### config.mk
export PLATFORM = sky130hd
export DESIGN_NAME = multicycle_ctrl
export DESIGN_NICKNAME = d
export VERILOG_FILES = /design/src/rtl/multicycle_ctrl_pkg.sv /design/src/rtl/multicycle_imm_dec.sv /design/src/rtl/multicycle_ctrl.sv
export SDC_FILE = /design/constraint.sdc
export NUM_CORES = 1
export LEC_CHECK = 0
export CAP_MARGIN = 10
export CORE_AREA = 3 3 52 54
export CTS_CLUSTER_SIZE = 14
export DETAILED_ROUTE_END_ITERATION = 8
export DIE_AREA = 0 0 55 57
export PLACE_DENSITY = 0.76
export SKIP_CTS_REPAIR_TIMING = 1
export SLEW_MARGIN = 10
export SYNTH_ARGS = -nofsm -noshare
export SYNTH_HDL_FRONTEND = slang
export SYNTH_SLANG_ARGS = --single-unit
### constraint.sdc
create_clock -name clk -period 2.8 [get_ports clk]
set_input_delay 0.56 -clock clk [delete_from_list [all_inputs] [get_ports clk]]
set_output_delay 0.56 -clock clk [all_outputs]
set_load 0.01 [all_outputs]
### src/rtl/multicycle_ctrl_pkg.sv
// Shared encodings for the multi-cycle RV32I control path: FSM states, opcodes
// and the select/op fields consumed by the ALU decoder and datapath.
package multicycle_ctrl_pkg;

  typedef enum logic [3:0] {
    S_FETCH    = 4'd0,
    S_DECODE   = 4'd1,
    S_MEMADR   = 4'd2,
    S_MEMREAD  = 4'd3,
    S_MEMWB    = 4'd4,
    S_MEMWRITE = 4'd5,
    S_EXECR    = 4'd6,
    S_EXECI    = 4'd7,
    S_ALUWB    = 4'd8,
    S_BRANCH   = 4'd9,
    S_JAL      = 4'd10,
    S_JALR     = 4'd11,
    S_LINK     = 4'd12,
    S_LUI      = 4'd13,
    S_FAULT    = 4'd14
  } state_e;

  localparam logic [6:0] OP_LOAD   = 7'b0000011;
  localparam logic [6:0] OP_STORE  = 7'b0100011;
  localparam logic [6:0] OP_RTYPE  = 7'b0110011;
  localparam logic [6:0] OP_ITYPE  = 7'b0010011;
  localparam logic [6:0] OP_BRANCH = 7'b1100011;
  localparam logic [6:0] OP_JAL    = 7'b1101111;
  localparam logic [6:0] OP_JALR   = 7'b1100111;
  localparam logic [6:0] OP_LUI    = 7'b0110111;

  localparam logic [1:0] ALU_ADD    = 2'b00;
  localparam logic [1:0] ALU_BRANCH = 2'b01;
  localparam logic [1:0] ALU_FUNCT  = 2'b10;
  localparam logic [1:0] ALU_LUI    = 2'b11;

  localparam logic [1:0] RES_ALUOUT = 2'b00;
  localparam logic [1:0] RES_DATA   = 2'b01;
  localparam logic [1:0] RES_ALURES = 2'b10;

  localparam logic [1:0] SRCA_PC    = 2'b00;
  localparam logic [1:0] SRCA_OLDPC = 2'b01;
  localparam logic [1:0] SRCA_RD1   = 2'b10;

  localparam logic [1:0] SRCB_RD2   = 2'b00;
  localparam logic [1:0] SRCB_IMM   = 2'b01;
  localparam logic [1:0] SRCB_FOUR  = 2'b10;

  localparam logic [2:0] IMM_I = 3'b000;
  localparam logic [2:0] IMM_S = 3'b001;
  localparam logic [2:0] IMM_B = 3'b010;
  localparam logic [2:0] IMM_J = 3'b011;
  localparam logic [2:0] IMM_U = 3'b100;

  // States that hold a memory request open and therefore run the timeout.
  function automatic logic is_mem_wait(input state_e s);
    return (s == S_FETCH) || (s == S_MEMREAD) || (s == S_MEMWRITE);
  endfunction

endpackage

### src/rtl/multicycle_imm_dec.sv
// Immediate-format select decoded straight from the opcode (combinational).
module multicycle_imm_dec
  import multicycle_ctrl_pkg::*;
(
  input  logic [6:0] op,
  output logic [2:0] imm_src
);

  always_comb begin
    imm_src = IMM_I;
    case (op)
      OP_STORE:  imm_src = IMM_S;
      OP_BRANCH: imm_src = IMM_B;
      OP_JAL:    imm_src = IMM_J;
      OP_LUI:    imm_src = IMM_U;
      default:   imm_src = IMM_I;
    endcase
  end

endmodule

### src/rtl/multicycle_ctrl.sv
// Multi-cycle RV32I main control FSM with memory-ready timeout and sticky fault.
// Optional performance counters are enabled by defining PERF_CNT_EN.
module multicycle_ctrl
  import multicycle_ctrl_pkg::*;
#(
  parameter int TIMEOUT = 16,
  parameter int CNT_W   = 32
) (
  input  logic       clk,
  input  logic       reset_n,
  input  logic [6:0] op,
  input  logic       branch_taken,
  input  logic       mem_ready,
  output logic       mem_req,
  output logic       mem_write,
  output logic       adr_src,
  output logic       ir_write,
  output logic       pc_write,
  output logic       reg_write,
  output logic [1:0] result_src,
  output logic [1:0] alu_src_a,
  output logic [1:0] alu_src_b,
  output logic [1:0] alu_op,
  output logic [2:0] imm_src,
  output logic       fault,
  output logic [3:0] state_dbg
`ifdef PERF_CNT_EN
  ,
  output logic [CNT_W-1:0] cycle_cnt,
  output logic [CNT_W-1:0] instret_cnt
`endif
);

  localparam int TO_W = (TIMEOUT > 1) ? $clog2(TIMEOUT) : 1;
  localparam logic [TO_W-1:0] TO_LAST = TO_W'(TIMEOUT - 1);

  generate
    if (TIMEOUT < 1 || CNT_W < 1) begin : g_bad_param
      $error("multicycle_ctrl: TIMEOUT and CNT_W must be >= 1");
    end
  endgenerate

  state_e          state_q, state_d;
  logic [TO_W-1:0] to_q;
  logic            waiting;
  logic [2:0]      imm_src_raw;

  multicycle_imm_dec u_imm_dec (
    .op      (op),
    .imm_src (imm_src_raw)
  );

  always_comb begin
    state_d = state_q;
    waiting = 1'b0;
    case (state_q)
      S_FETCH:    if (mem_ready) state_d = S_DECODE; else waiting = 1'b1;
      S_DECODE: begin
        case (op)
          OP_LOAD, OP_STORE: state_d = S_MEMADR;
          OP_RTYPE:          state_d = S_EXECR;
          OP_ITYPE:          state_d = S_EXECI;
          OP_BRANCH:         state_d = S_BRANCH;
          OP_JAL:            state_d = S_JAL;
          OP_JALR:           state_d = S_JALR;
          OP_LUI:            state_d = S_LUI;
          default:           state_d = S_FAULT;
        endcase
      end
      S_MEMADR:   state_d = op[5] ? S_MEMWRITE : S_MEMREAD;
      S_MEMREAD:  if (mem_ready) state_d = S_MEMWB; else waiting = 1'b1;
      S_MEMWB:    state_d = S_FETCH;
      S_MEMWRITE: if (mem_ready) state_d = S_FETCH; else waiting = 1'b1;
      S_EXECR, S_EXECI, S_LUI, S_JAL: state_d = S_ALUWB;
      S_ALUWB, S_BRANCH, S_LINK:      state_d = S_FETCH;
      S_JALR:     state_d = S_LINK;
      default:    state_d = S_FAULT;
    endcase
    // A ready in the last allowed cycle still completes; only a miss faults.
    if (waiting && to_q == TO_LAST) state_d = S_FAULT;
  end

  always_ff @(posedge clk) begin
    if (!reset_n) begin
      state_q <= S_FETCH;
      to_q    <= '0;
    end else begin
      state_q <= state_d;
      if (state_d != state_q) to_q <= '0;
      else if (waiting)       to_q <= to_q + 1'b1;
    end
  end

  always_comb begin
    mem_req    = 1'b0;
    mem_write  = 1'b0;
    adr_src    = 1'b0;
    ir_write   = 1'b0;
    pc_write   = 1'b0;
    reg_write  = 1'b0;
    result_src = RES_ALUOUT;
    alu_src_a  = SRCA_PC;
    alu_src_b  = SRCB_RD2;
    alu_op     = ALU_ADD;
    fault      = 1'b0;
    case (state_q)
      S_FETCH: begin
        mem_req = 1'b1; alu_src_b = SRCB_FOUR; result_src = RES_ALURES;
        ir_write = mem_ready; pc_write = mem_ready;
      end
      S_DECODE:   begin alu_src_a = SRCA_OLDPC; alu_src_b = SRCB_IMM; end
      S_MEMADR:   begin alu_src_a = SRCA_RD1; alu_src_b = SRCB_IMM; end
      S_MEMREAD:  begin mem_req = 1'b1; adr_src = 1'b1; end
      S_MEMWB:    begin result_src = RES_DATA; reg_write = 1'b1; end
      S_MEMWRITE: begin mem_req = 1'b1; mem_write = 1'b1; adr_src = 1'b1; end
      S_EXECR:    begin alu_src_a = SRCA_RD1; alu_op = ALU_FUNCT; end
      S_EXECI:    begin alu_src_a = SRCA_RD1; alu_src_b = SRCB_IMM; alu_op = ALU_FUNCT; end
      S_LUI:      begin alu_src_b = SRCB_IMM; alu_op = ALU_LUI; end
      S_ALUWB:    reg_write = 1'b1;
      S_BRANCH: begin
        alu_src_a = SRCA_RD1; alu_op = ALU_BRANCH; pc_write = branch_taken;
      end
      S_JAL:      begin alu_src_a = SRCA_OLDPC; alu_src_b = SRCB_FOUR; pc_write = 1'b1; end
      S_JALR: begin
        alu_src_a = SRCA_RD1; alu_src_b = SRCB_IMM; result_src = RES_ALURES; pc_write = 1'b1;
      end
      S_LINK: begin
        alu_src_a = SRCA_OLDPC; alu_src_b = SRCB_FOUR; result_src = RES_ALURES; reg_write = 1'b1;
      end
      S_FAULT:    fault = 1'b1;
      default:    fault = 1'b0;
    endcase
    // Held reset masks every output so nothing writes in a reset cycle.
    if (!reset_n) begin
      mem_req = 1'b0; mem_write = 1'b0; adr_src = 1'b0; ir_write = 1'b0;
      pc_write = 1'b0; reg_write = 1'b0; result_src = '0; alu_src_a = '0;
      alu_src_b = '0; alu_op = '0; fault = 1'b0;
    end
  end

  assign imm_src   = reset_n ? imm_src_raw : 3'b000;
  assign state_dbg = reset_n ? state_q : 4'd0;

`ifdef PERF_CNT_EN
  logic [CNT_W-1:0] cycle_q, instret_q;
  logic             retire;

  assign retire = (state_d == S_FETCH) &&
                  (state_q inside {S_MEMWB, S_MEMWRITE, S_ALUWB, S_BRANCH, S_LINK});

  always_ff @(posedge clk) begin
    if (!reset_n) begin
      cycle_q   <= '0;
      instret_q <= '0;
    end else begin
      cycle_q <= cycle_q + 1'b1;
      if (retire) instret_q <= instret_q + 1'b1;
    end
  end

  assign cycle_cnt   = reset_n ? cycle_q   : '0;
  assign instret_cnt = reset_n ? instret_q : '0;
`endif

endmodule

==> results of run 1 <==
==> cell type report <==
cell class                 count  share of cell area [%]
inverter                       4                    1.08
sequential                     8                    11.6
timing repair buffer          39                    27.1
multi-input combinational    120                    56.1
tap                           28                    2.51
clock buffer                   3                    1.61
==> cell families after synthesis <==
kind of cell,after synthesis
buffers and inverters,15
AND/OR/NAND/NOR,77
multiplexers,3
adder cells (fa/ha/maj),1
XOR/XNOR,8
flip-flops,8
AO/OA/AOI/OAI,31
==> worst max-delay path, stage by stage <==
cell and delay [ns]:
clkdlybuf4s50_1 0.66, nand2_1 0.10, nor2_1 0.14, o21bai_1 0.13, clkdlybuf4s50_1 0.55
==> metrics by stage <==
stage,utilization [%],std cells
final,61.9,202
after CTS,61.6,202
after floorplan,-,143
after detailed placement,60.6,199
after global placement,60.6,199
after global routing,61.9,202
==> per-layer routing <==
metal	global-route usage, %	vias up	part of all wire (%)
li1	-	580	-
met1	24.2	563	43
met2	31.8	47	50
met3	2.35	3	6.5
met4	3.82	0	0.32
met5	0	-	0
==> flip-flops by register name, summed over array words and instances (netlist names) <==
register	flops
state_q	4
to_q	4
==> placed cells by master, fill, tap and decap left out, drive strengths merged, types with 2 or more instances in the layout <==
cell | Yosys | routed
inv | 4 | 4
clkdlybuf4s50 | 0 | 30
xor2 | 3 | 3
nor3b | 4 | 4
or4b | 3 | 3
o22ai | 2 | 2
o21ai | 7 | 7
clkbuf | 5 | 3
and3b | 2 | 2
nand3b | 4 | 4
o31a | 2 | 2
buf | 5 | 7
nor4 | 5 | 5
and2 | 9 | 9
nor2 | 15 | 15
nand3 | 5 | 5
a211oi | 2 | 2
a21oi | 6 | 6
nand2 | 13 | 13
xnor2 | 5 | 5
a31oi | 2 | 2
dfxtp | 8 | 8
mux2i | 3 | 3
dlymetal6s2s | 0 | 2
nand2b | 4 | 4
nand4 | 2 | 2
nor2b | 7 | 7
==> report_power, final <==
part / switching [mW] / internal (mW)
clock network: 0.0310 / 0.0485
logic: 0.122 / 0.125
registers: 0.0273 / 0.123
total: 0.180 / 0.297
==> path summary, 6_finish.rpt <==
path              start       end  slack, ns  cells past startpoint
min reg2reg     to_q[1]   to_q[1]       0.56                      2
max reg2reg  state_q[0]   to_q[2]       0.38                      6
max           mem_ready  pc_write       0.09                      5
min             to_q[1]   to_q[1]       0.56                      2
==> flow_summary.ini, run 1 <==
[outcome]
status = finished clean

[clocking]
max-clock-path-buffers = 2
h-tree-depth = 1
cts_root_buf = clkbuf_4
tritoncts = built
clk_latency_ns = 0.24
clkSinkCount = 8
cts_buffers = 3
path_clk_slew_ns = 0.05

[timing]
setup_viol = 0
finalMaxSlewViolations = 0
slew_headroom_pct = 47.6
min_period_ns = 2.71
tns_ns = 0
hold_viol_final = 0
fin_skew_ns = 0.00213
min_period_over_period_pct = 96.7
tightest_slew_ns = 0.784
rsz0062_at_grt = no
holdWs_ns = 0.563
fmax_mhz = 369
finalWorstSetupSlack_ns = 0.0926

[worst_setup_path]
cp_data_arrival_time_ns = 2.15
crit_path_start_kind = primary input
critPathMaxFanout = 9
crit_type = primary input to output pin
worstSetupEndpointType = output pin
cp_data_required_time_ns = 2.24

[route]
firstDrtPassIters = 5
drt-total-wl_microns = 2840
wire_per_inst_microns = 14.0
drt-initial-drc-count = 33
drcViolationCount = 0
detail-route-antenna-nets = 0
via_per_inst = 5.91
vias = 1193

[finish]
ff_latch_area_sq_um = 163
multiInputGateArea_sq_um = 783
finish.instance_area_sq_um = 1400
nNetsFinal = 188
diodes = 0
drive_gt1_share_pct = 10.9
area_growth_pct = 37.3
nFillCells = 214

[synth]
synth_top_area_share_pct = 15.7
ys_seq_elements = 8
synth_xor_area_share_pct = 6.89
synth_top_family_by_area = simple AND/OR/NAND/NOR gates
synth_cells = 143
synth_edf_count = 0
synth_simple_gate_area_share_pct = 44.0
synthMuxAreaShare_pct = 2.95
syn_area_sq_um = 1020
synth_common_cells = 13 x nand2_1, 13 x nor2_1, 9 x and2_1
synth_cell_types = 47
yosys_warnings = 0
synth_flop_cell = dfxtp_1
ys_top_cells_by_area = dfxtp_1 16%, and2_1 5.5%, nand2_1 4.8%, nor2_1 4.8%, nor2b_1 4.3%
synthAdderAreaFrac_pct = 1.23
syn_avg_cell_area_sq_um = 7.11
asyncSetResetFlopFracSynth_pct = 0
synth-compound-area-share_pct = 21.9
yosysSeqAreaShare_pct = 15.7
syn_nets = 155
synth_top_area_cell = dfxtp_1

[global_route]
grt_first_pass_wirelength_microns = 4600
grt_util_all_layers_pct = 18.5
antenna_found_initial = 0
grt_max_degree = 23
grt_pass1_vias = 1061
gr-total-overflow = 0

[pwr]
leakagePower_nw = 0.538
ir_drop_mv = 0.372
fin_total_pwr_uw = 477
p_per_area_nw_per_um2 = 342

[hold_path]
min_path_type = register to register

[floorplan]
rows = 17
die-area_sq_um = 3140
die_w_microns = 55
core-area_sq_um = 2250
start_util_pct = 45.1
io_pins = 33
fp.dieH_microns = 57

[placed_design]
numPortBuffers = 32
gp_congestion = 0.809
placed_area_sq_um = 1370
dp_slack_ns = 0.00327
place_hpwl_microns = 2170

[run]
maxCapViolCount = 0
(Power assumes the default switching activity.)
==> inputs of run 2 (changes only) <==
--- a/config.mk
+++ b/config.mk
@@ -10,9 +10,10 @@
 export CTS_CLUSTER_SIZE = 14
 export DETAILED_ROUTE_END_ITERATION = 8
 export DIE_AREA = 0 0 55 57
-export PLACE_DENSITY = 0.76
+export PLACE_DENSITY_LB_ADDON = 0.1
 export SKIP_CTS_REPAIR_TIMING = 1
 export SLEW_MARGIN = 10
 export SYNTH_ARGS = -nofsm -noshare
 export SYNTH_HDL_FRONTEND = slang
 export SYNTH_SLANG_ARGS = --single-unit
+export TNS_END_PERCENT = 10
==> run 2 against run 1 <==
  * Final cell count unchanged
  * Wire length fell by 3.0%
  * Sequential share of layout area decreased by 0.062 points
  * Utilization is 0.33 points higher
  * Clock skew increased by 0.0074 ns
  * Power up 2.6%
  * Worst setup slack worse by 0.0029 ns
  * Clock-buffer cell count is the same
  * Fmax decreased by 0.11%
  * Critical path type unchanged
  * Critical endpoint is now imm_src[0]
  * Largest cell class unchanged
==> flow_summary.ini, run 2 (synthesized netlist as in run 1, its figures left out) <==
[timing]
hold_viol_final = 0
fmax_mhz = 369
slew_headroom_pct = 68.8
finalMaxSlewViolations = 0
min_period_over_period_pct = 96.8
tightest_slew_ns = 0.468
fin_skew_ns = 0.00949
finalWorstSetupSlack_ns = 0.0897
min_period_ns = 2.71
rsz0062_at_grt = yes
setup_viol = 0

[finish]
diodes = 0
final_cell_mix = 32 x clkdlybuf4s50_1, 13 x nand2_1, 13 x nor2_1
drive_gt1_share_pct = 10.9
nFillCells = 213
final_common_cell = clkdlybuf4s50_1
reg_top3 = state_q: 4 flops, to_q: 4 flops
nNetsFinal = 188
area_growth_pct = 38.0

[worst_setup_path]
worstSetupEndpoint = imm_src[0]
cp_data_arrival_time_ns = 2.15
crit_path_start_kind = primary input
r2r-end = to_q[2]
reg2reg_depth = 7
critPathMaxFanout = 6
worstSetupEndpointType = output pin
r2r-start = state_q[1]
rrSetupSlack_ns = 0.45
cp_data_required_time_ns = 2.24
critPathLaunch = op[3]
crit_type = primary input to output pin

[route]
drt-total-wl_microns = 2750
drt-initial-drc-count = 32
detail-route-antenna-nets = 0
drcViolationCount = 0
firstDrtPassIters = 4
wire_per_inst_microns = 13.6
via_per_inst = 5.71
vias = 1154

[placed_design]
gp_congestion = 0.828
place_hpwl_microns = 2080
numPortBuffers = 32
dp_slack_ns = 0.0673

[floorplan]
die_w_microns = 55
start_util_pct = 45.1
fp.dieH_microns = 57
rows = 17
io_pins = 33
core-area_sq_um = 2250
die-area_sq_um = 3140

[pwr]
internal_power_uw = 301
ir_drop_mv = 0.264
pwr-share-seq_pct = 30.7
switching_share_pct = 38.5
power_frac_clock_pct = 18.5
p_per_area_nw_per_um2 = 349
p_comb_share_pct = 50.8
power_switching_uw = 188
leakagePower_nw = 0.514
fin_total_pwr_uw = 490

[run]
maxCapViolCount = 0

[global_route]
grt_max_degree = 23
grt_pass1_vias = 1025
gr-total-overflow = 0
antenna_found_initial = 0
grt_util_all_layers_pct = 18.6
grt_first_pass_wirelength_microns = 4560

[hold_path]
min_path_type = register to register

[clocking]
max-clock-path-buffers = 2
cts_buffers = 3
clk_latency_ns = 0.26
cts_root_buf = clkbuf_4
tritoncts = built
clkSinkCount = 8
path_clk_slew_ns = 0.06
h-tree-depth = 1

[outcome]
status = finished clean
==> run 2: how the worst min path moves through the flow <==
stage | startpoint | to | slack, ns | cells after the start
3_5_place_dp | to_q[3] | to_q[3] | 0.55 | 2
6_report | to_q[1] | to_q[1] | 0.56 | 2
4_1_cts | to_q[1] | to_q[1] | 0.57 | 2
3_3_place_gp | to_q[1] | to_q[1] | 0.53 | 2
2_1_floorplan | to_q[1] | to_q[1] | 0.52 | 2
5_1_grt | to_q[1] | to_q[1] | 0.61 | 2
==> run 2: through the flow <==
| step | setup TNS, ns | utilization, % | instances | hold WS, ns | instance area [sq um] |
|---|---|---|---|---|---|
| floorplan | 0 | - | 143 | 0.516 | 1020 |
| global placement | 0 | 61.2 | 199 | 0.531 | 1380 |
| detailed placement | 0 | 61.2 | 199 | 0.550 | 1380 |
| CTS | 0 | 62.2 | 202 | 0.567 | 1400 |
| global route | -0.0134 | 62.3 | 202 | 0.608 | 1400 |
| finish | 0 | 62.3 | 202 | 0.556 | 1400 |
==> run 2: power by group through the flow <==
| stage | Clock [mW] | Sequential (mW) | Combinational, mW |
|---|---|---|---|
| global placement | 0 | 0.151 | 0.244 |
| finish | 0.0904 | 0.150 | 0.249 |
| floorplan | 0 | 0.131 | 0.174 |
| CTS | 0.0947 | 0.149 | 0.249 |
| detailed placement | 0 | 0.151 | 0.249 |
| global route | 0.0995 | 0.153 | 0.273 |
==> run 2: per-layer routing <==
metal	vias up	wire, microns	global-route usage [%]
li1	576	-	-
met1	533	1200	25.5
met2	40	1360	29.1
met3	5	153	2.35
met4	0	36	6.94
met5	-	0	0
==> run 2: area by class of cell <==
class / count / area, sq um / area share, %
tap: 28 / 35.0 / 2.50
timing repair buffer: 39 / 385 / 27.5
inverter: 4 / 15.0 / 1.07
multi-input combinational: 120 / 783 / 55.8
clock buffer: 3 / 22.5 / 1.60
sequential: 8 / 163 / 11.6
==> run 2: worst max-delay path, stage by stage <==
cell	delay (ns)
clkdlybuf4s50_1	0.48
or3_1	0.39
a21oi_1	0.15
clkdlybuf4s50_1	0.57
==> inputs of run 3 (changes only) <==
--- a/config.mk
+++ b/config.mk
@@ -5,6 +5,7 @@
 export SDC_FILE = /design/constraint.sdc
 export NUM_CORES = 1
 export LEC_CHECK = 0
+export ABC_CLOCK_PERIOD_IN_PS = 3240
 export CAP_MARGIN = 10
 export CORE_AREA = 3 3 52 54
 export CTS_CLUSTER_SIZE = 14
==> constraint.sdc (replaced) <==
create_clock -name clk -period 3.24 [get_ports clk]
set_input_delay 0.648 -clock clk [delete_from_list [all_inputs] [get_ports clk]]
set_output_delay 0.648 -clock clk [all_outputs]
set_load 0.01 [all_outputs]
==> run 3 against run 2 <==
  * Utilization decreased by 1.7 points
  * Clock-buffer cell count did not move
  * Critical path type unchanged
  * Design area is 2.7% lower
  * Global-route usage decreased by 0.33 points
  * Combinational power decreased by 17%
  * Non-clock buffer count decreased by 3
  * Wire length down 2.5%
  * Sequential share of layout area up 0.14 points
  * Final cell count decreased by 1.5%
  * Via count down 2.9%
  * Critical path depth stayed put
  * Critical endpoint is now mem_write
==> flow_summary.ini, run 3 (synthesized netlist as in run 1, its figures left out) <==
[route]
wire_per_inst_microns = 13.5
via_per_inst = 5.63
drt-initial-drc-count = 28
drcViolationCount = 0
drt-total-wl_microns = 2680
detail-route-antenna-nets = 0
firstDrtPassIters = 4
vias = 1120

[placed_design]
numPortBuffers = 32
placed_area_sq_um = 1340
dp_slack_ns = 0.208
gp_congestion = 0.812
place_hpwl_microns = 2090

[global_route]
grt_pass1_vias = 1019
gr-total-overflow = 0
grt_max_degree = 23
grt_util_all_layers_pct = 18.2
antenna_found_initial = 0
grt_first_pass_wirelength_microns = 4450

[finish]
reg_top3 = state_q: 4 flops, to_q: 4 flops
finish.instance_area_sq_um = 1370
diodes = 0
nNetsFinal = 185
area_growth_pct = 34.3
final_core_util_pct = 60.6
final_cell_mix = 32 x clkdlybuf4s50_1, 13 x nand2_1, 13 x nor2_1
drive_gt1_share_pct = 8.19
final_common_cell = clkdlybuf4s50_1
nFillCells = 227

[timing]
tns_ns = 0
min_period_ns = 3.02
fmax_mhz = 331
holdWs_ns = 0.556
fin_skew_ns = 0.00562
finalWorstSetupSlack_ns = 0.220
tightest_slew_ns = 0.733
slew_headroom_pct = 51.0
rsz0062_at_grt = no
finalMaxSlewViolations = 0
min_period_over_period_pct = 93.2
setup_viol = 0
hold_viol_final = 0

[worst_setup_path]
cp_data_required_time_ns = 2.59
cp_slowest_cell = clkdlybuf4s50_1
rrSetupSlack_ns = 0.84
cp_data_arrival_time_ns = 2.37
crit_type = primary input to output pin
critPathMaxFanout = 14
path_common_cell = clkdlybuf4s50_1
crit_path_start_kind = primary input
cpPeakStageDelay_ns = 0.73
worstSetupEndpointType = output pin
path_cells = clkdlybuf4s50_1 -> nand2_1 -> nor3b_1 -> clkdlybuf4s50_1

[floorplan]
fp.dieH_microns = 57
die-area_sq_um = 3140
core-area_sq_um = 2250
start_util_pct = 45.1
rows = 17
die_w_microns = 55
io_pins = 33

[pwr]
p_per_area_nw_per_um2 = 301
leakagePower_nw = 0.494
ir_drop_mv = 0.312

[clocking]
cts_root_buf = clkbuf_4
path_clk_slew_ns = 0.05
max-clock-path-buffers = 2
tritoncts = built
clk_latency_ns = 0.25
clkSinkCount = 8
cts_buffers = 3
h-tree-depth = 1

[run]
maxCapViolCount = 0

[hold_path]
min_path_type = register to register

[outcome]
status = finished clean
run 3: worst max-delay path: cells and delay by family:
kind | cells | cell delay [ns]
buffers and inverters | 2 | 1.30
and+or+nand+nor | 2 | 0.41
run 3: layer usage:
| metal | part of all wire (%) | track usage [%] | routed length (microns) |
|---|---|---|---|
| met1 | 44 | 24.3 | 1190 |
| met2 | 50 | 30.6 | 1350 |
| met3 | 4.8 | 3.13 | 128 |
| met4 | 0.49 | 3.13 | 13 |
| met5 | 0 | 0 | 0 |
run 3: layout make-up:
type / count / area, sq um / share of cell area [%]
clock buffer: 3 / 22.5 / 1.65
inverter: 4 / 15.0 / 1.10
multi-input combinational: 120 / 783 / 57.3
sequential: 8 / 160 / 11.7
tap: 28 / 35.0 / 2.56
timing repair buffer: 36 / 350 / 25.6
run 3: worst paths after layout:
check                                 from   endpoint  depth (start not counted)
worst max-delay path               reset_n  mem_write                          4
worst min-delay path               to_q[1]    to_q[1]                          2
worst max register to register  state_q[0]    to_q[0]                          6
worst min register to register     to_q[1]    to_q[1]                          2
run 3: metrics by stage:
| step | instances | total power, mW |
|---|---|---|
| 2_1_floorplan | 143 | 0.263 |
| 3_3_place_gp | 196 | 0.336 |
| 3_5_place_dp | 196 | 0.340 |
| 4_1_cts | 199 | 0.414 |
| 5_1_grt | 199 | 0.446 |
| 6_report | 199 | 0.411 |
run 3: power by group:
group	switching [mW]	leakage, nW	internal, mW	total (mW)
Combinational	0.0998	0.415	0.107	0.207
Clock	0.0299	0.0138	0.0421	0.0720
Sequential	0.0263	0.0650	0.106	0.132
Total	0.156	0.494	0.255	0.411
==> RTL edit, RTL diff (settings of run 3) <==
Register the output `state_dbg`, with the module's reset; this adds one clock of latency there. The other outputs are not delayed to match.
--- a/src/rtl/multicycle_ctrl.sv
+++ b/src/rtl/multicycle_ctrl.sv
@@ -139,7 +139,13 @@
   end
 
   assign imm_src   = reset_n ? imm_src_raw : 3'b000;
-  assign state_dbg = reset_n ? state_q : 4'd0;
+  always_ff @(posedge clk) begin
+    if (!reset_n) begin
+      state_dbg <= '0;
+    end else begin
+      state_dbg <= reset_n ? state_q : 4'd0;
+    end
+  end
 
 `ifdef PERF_CNT_EN
   logic [CNT_W-1:0] cycle_q, instret_q;
Function: changed (Yosys sat finds a counterexample within 4 cycles, from zero or initial values and one cycle with reset_n low).
==> RTL edit against run 3 <==
Clock power up 27%; synthesized area up 13%; final area up 12%; power up 16%; fmax up 1.4%; sequential cell count up 4; synthesized cell count up 13%; worst setup slack better by 0.043 ns; wire length up 20%; highest routed layer unchanged.
==> RTL edit: results (changes against run 3) <==
[status]
status=complete, no violations

[global_routing]
grt_pass1_vias=1251  ; +23%
grt_max_degree=25  ; +8.7%
grt_pass1_wl_um=5580  ; +25%
grt_usage=0.228  ; +0.0459

[synthesis]
syn_nets=174  ; +12%
synthTopCellsByArea=dfxtp_1 21%, nand2b_1 4.9%, nor2_1 4.9%
synth.distinct_cells=49  ; +4.3%
ys_seq_area_frac=0.209  ; +0.0517
synth_top_cells_by_count=15 x nor2_1, 12 x dfxtp_1, 11 x nand2_1, 11 x nor3_1, 10 x a21oi_1

[clocking]
cts_buffers=3  ; unchanged
clk_pin_slew_ns=0.07  ; +0.02 ns
clkLatencyLatePin_ns=0.27  ; +0.02 ns

[timing]
skew_ns=0.00822  ; +0.00259 ns
worst_pin_slew_ns=0.581  ; -0.152 ns

[route]
vias_per_cell=6.03  ; +7.2%
drt_iter0_markers=48  ; +71%
wl_per_cell_um=14.7  ; +9.5%

[power]
internal_power_uw=302  ; +18%
vdd_drop_max_v=0.000250  ; -20%
p_leak_uw=0.000554  ; +12%

[setup_path]
r2r-start=state_q[1]$_SDFF_PN0_
path_max_fanout=9  ; -5
r2r_setup_slack_ns=1.12  ; +0.28 ns
worstReg2RegEnd=to_q[2]$_SDFFE_PP0P_

[placement]
dp_slack_ns=0.270  ; +0.0620 ns
dp_hpwl_um=2460  ; +18%
gp_congestion=0.905  ; +11%

[cells_and_area]
diodes=0  ; unchanged
drive_gt1_frac=0.0733  ; -0.00857

==> RTL edit: cell count changes after synthesis, sizes merged, moves of 4 or more <==
cell | before | now
a21oi | 6 | 10
nand2b | 4 | 9
nor3 | 1 | 11
and2 | 9 | 3
dfxtp | 8 | 12
nor2b | 7 | 2
nand3b | 4 | 0
==> RTL edit: power by group through the flow <==
| stage | clock network, µW | registers [µW] | logic, µW |
|---|---|---|---|
| final | 91.3 | 173 | 211 |
| after global routing | 98.5 | 175 | 234 |
| after CTS | 95.4 | 172 | 210 |
| after detailed placement | 0 | 176 | 210 |
| after global placement | 0 | 176 | 206 |
| after floorplan | 0 | 167 | 137 |
==> RTL edit: cells by family (layout without fill, tap and decap cells) <==
logic type | Yosys count | after routing | synth area share
buf+inv | 19 | 48 | 0.0686
mux | 3 | 3 | 0.0272
flops | 12 | 12 | 0.209
simple gates | 87 | 87 | 0.444
fa+ha+maj | 1 | 1 | 0.0109
compound gates | 35 | 35 | 0.202
xor+xnor | 5 | 5 | 0.0381
==> RTL edit: per-stage QoR <==
| step | instance area [µm²] | instances | hold WS, ns |
|---|---|---|---|
| 2_1_floorplan | 1150 | 162 | 0.514 |
| 3_3_place_gp | 1500 | 216 | 0.531 |
| 3_5_place_dp | 1500 | 216 | 0.551 |
| 4_1_cts | 1530 | 219 | 0.561 |
| 5_1_grt | 1530 | 219 | 0.591 |
| 6_report | 1530 | 219 | 0.557 |
==> RTL edit: worst max path at each step <==
stage	startpoint	endpoint	slack, ns	depth (start not counted)
final	reset_n	adr_src	0.26	5
after global routing	state_q[2]$_SDFF_PN0_	pc_write	0.06	5
after CTS	reset_n	adr_src	0.26	5
after detailed placement	reset_n	adr_src	0.27	5
after global placement	op[2]	imm_src[0]	0.37	4
after floorplan	reset_n	pc_write	0.91	4
==> RTL edit: metal layers <==
layer / global-route usage / routed length, µm / share of wire / vias up
li1: - / - / - / 654
met5: 0 / 0 / 0 / -
met3: 0.0418 / 205 / 0.063 / 6
met1: 0.319 / 1460 / 0.45 / 610
met2: 0.348 / 1520 / 0.47 / 51
met4: 0.0764 / 50 / 0.015 / 0
==> RTL edit: final cells by class <==
cell class	instances	area, µm²
multi-input combinational	131	830
fill	212	728
timing repair buffer	40	380
sequential	12	240
tap	28	35.0
clock buffer	3	22.5
inverter	5	18.8
==> RTL edit: critical path: stages <==
cell and delay [ns]:
clkdlybuf4s50_1 0.47, inv_1 0.09, buf_4 0.18, nor4_1 0.30, clkdlybuf4s50_1 0.64
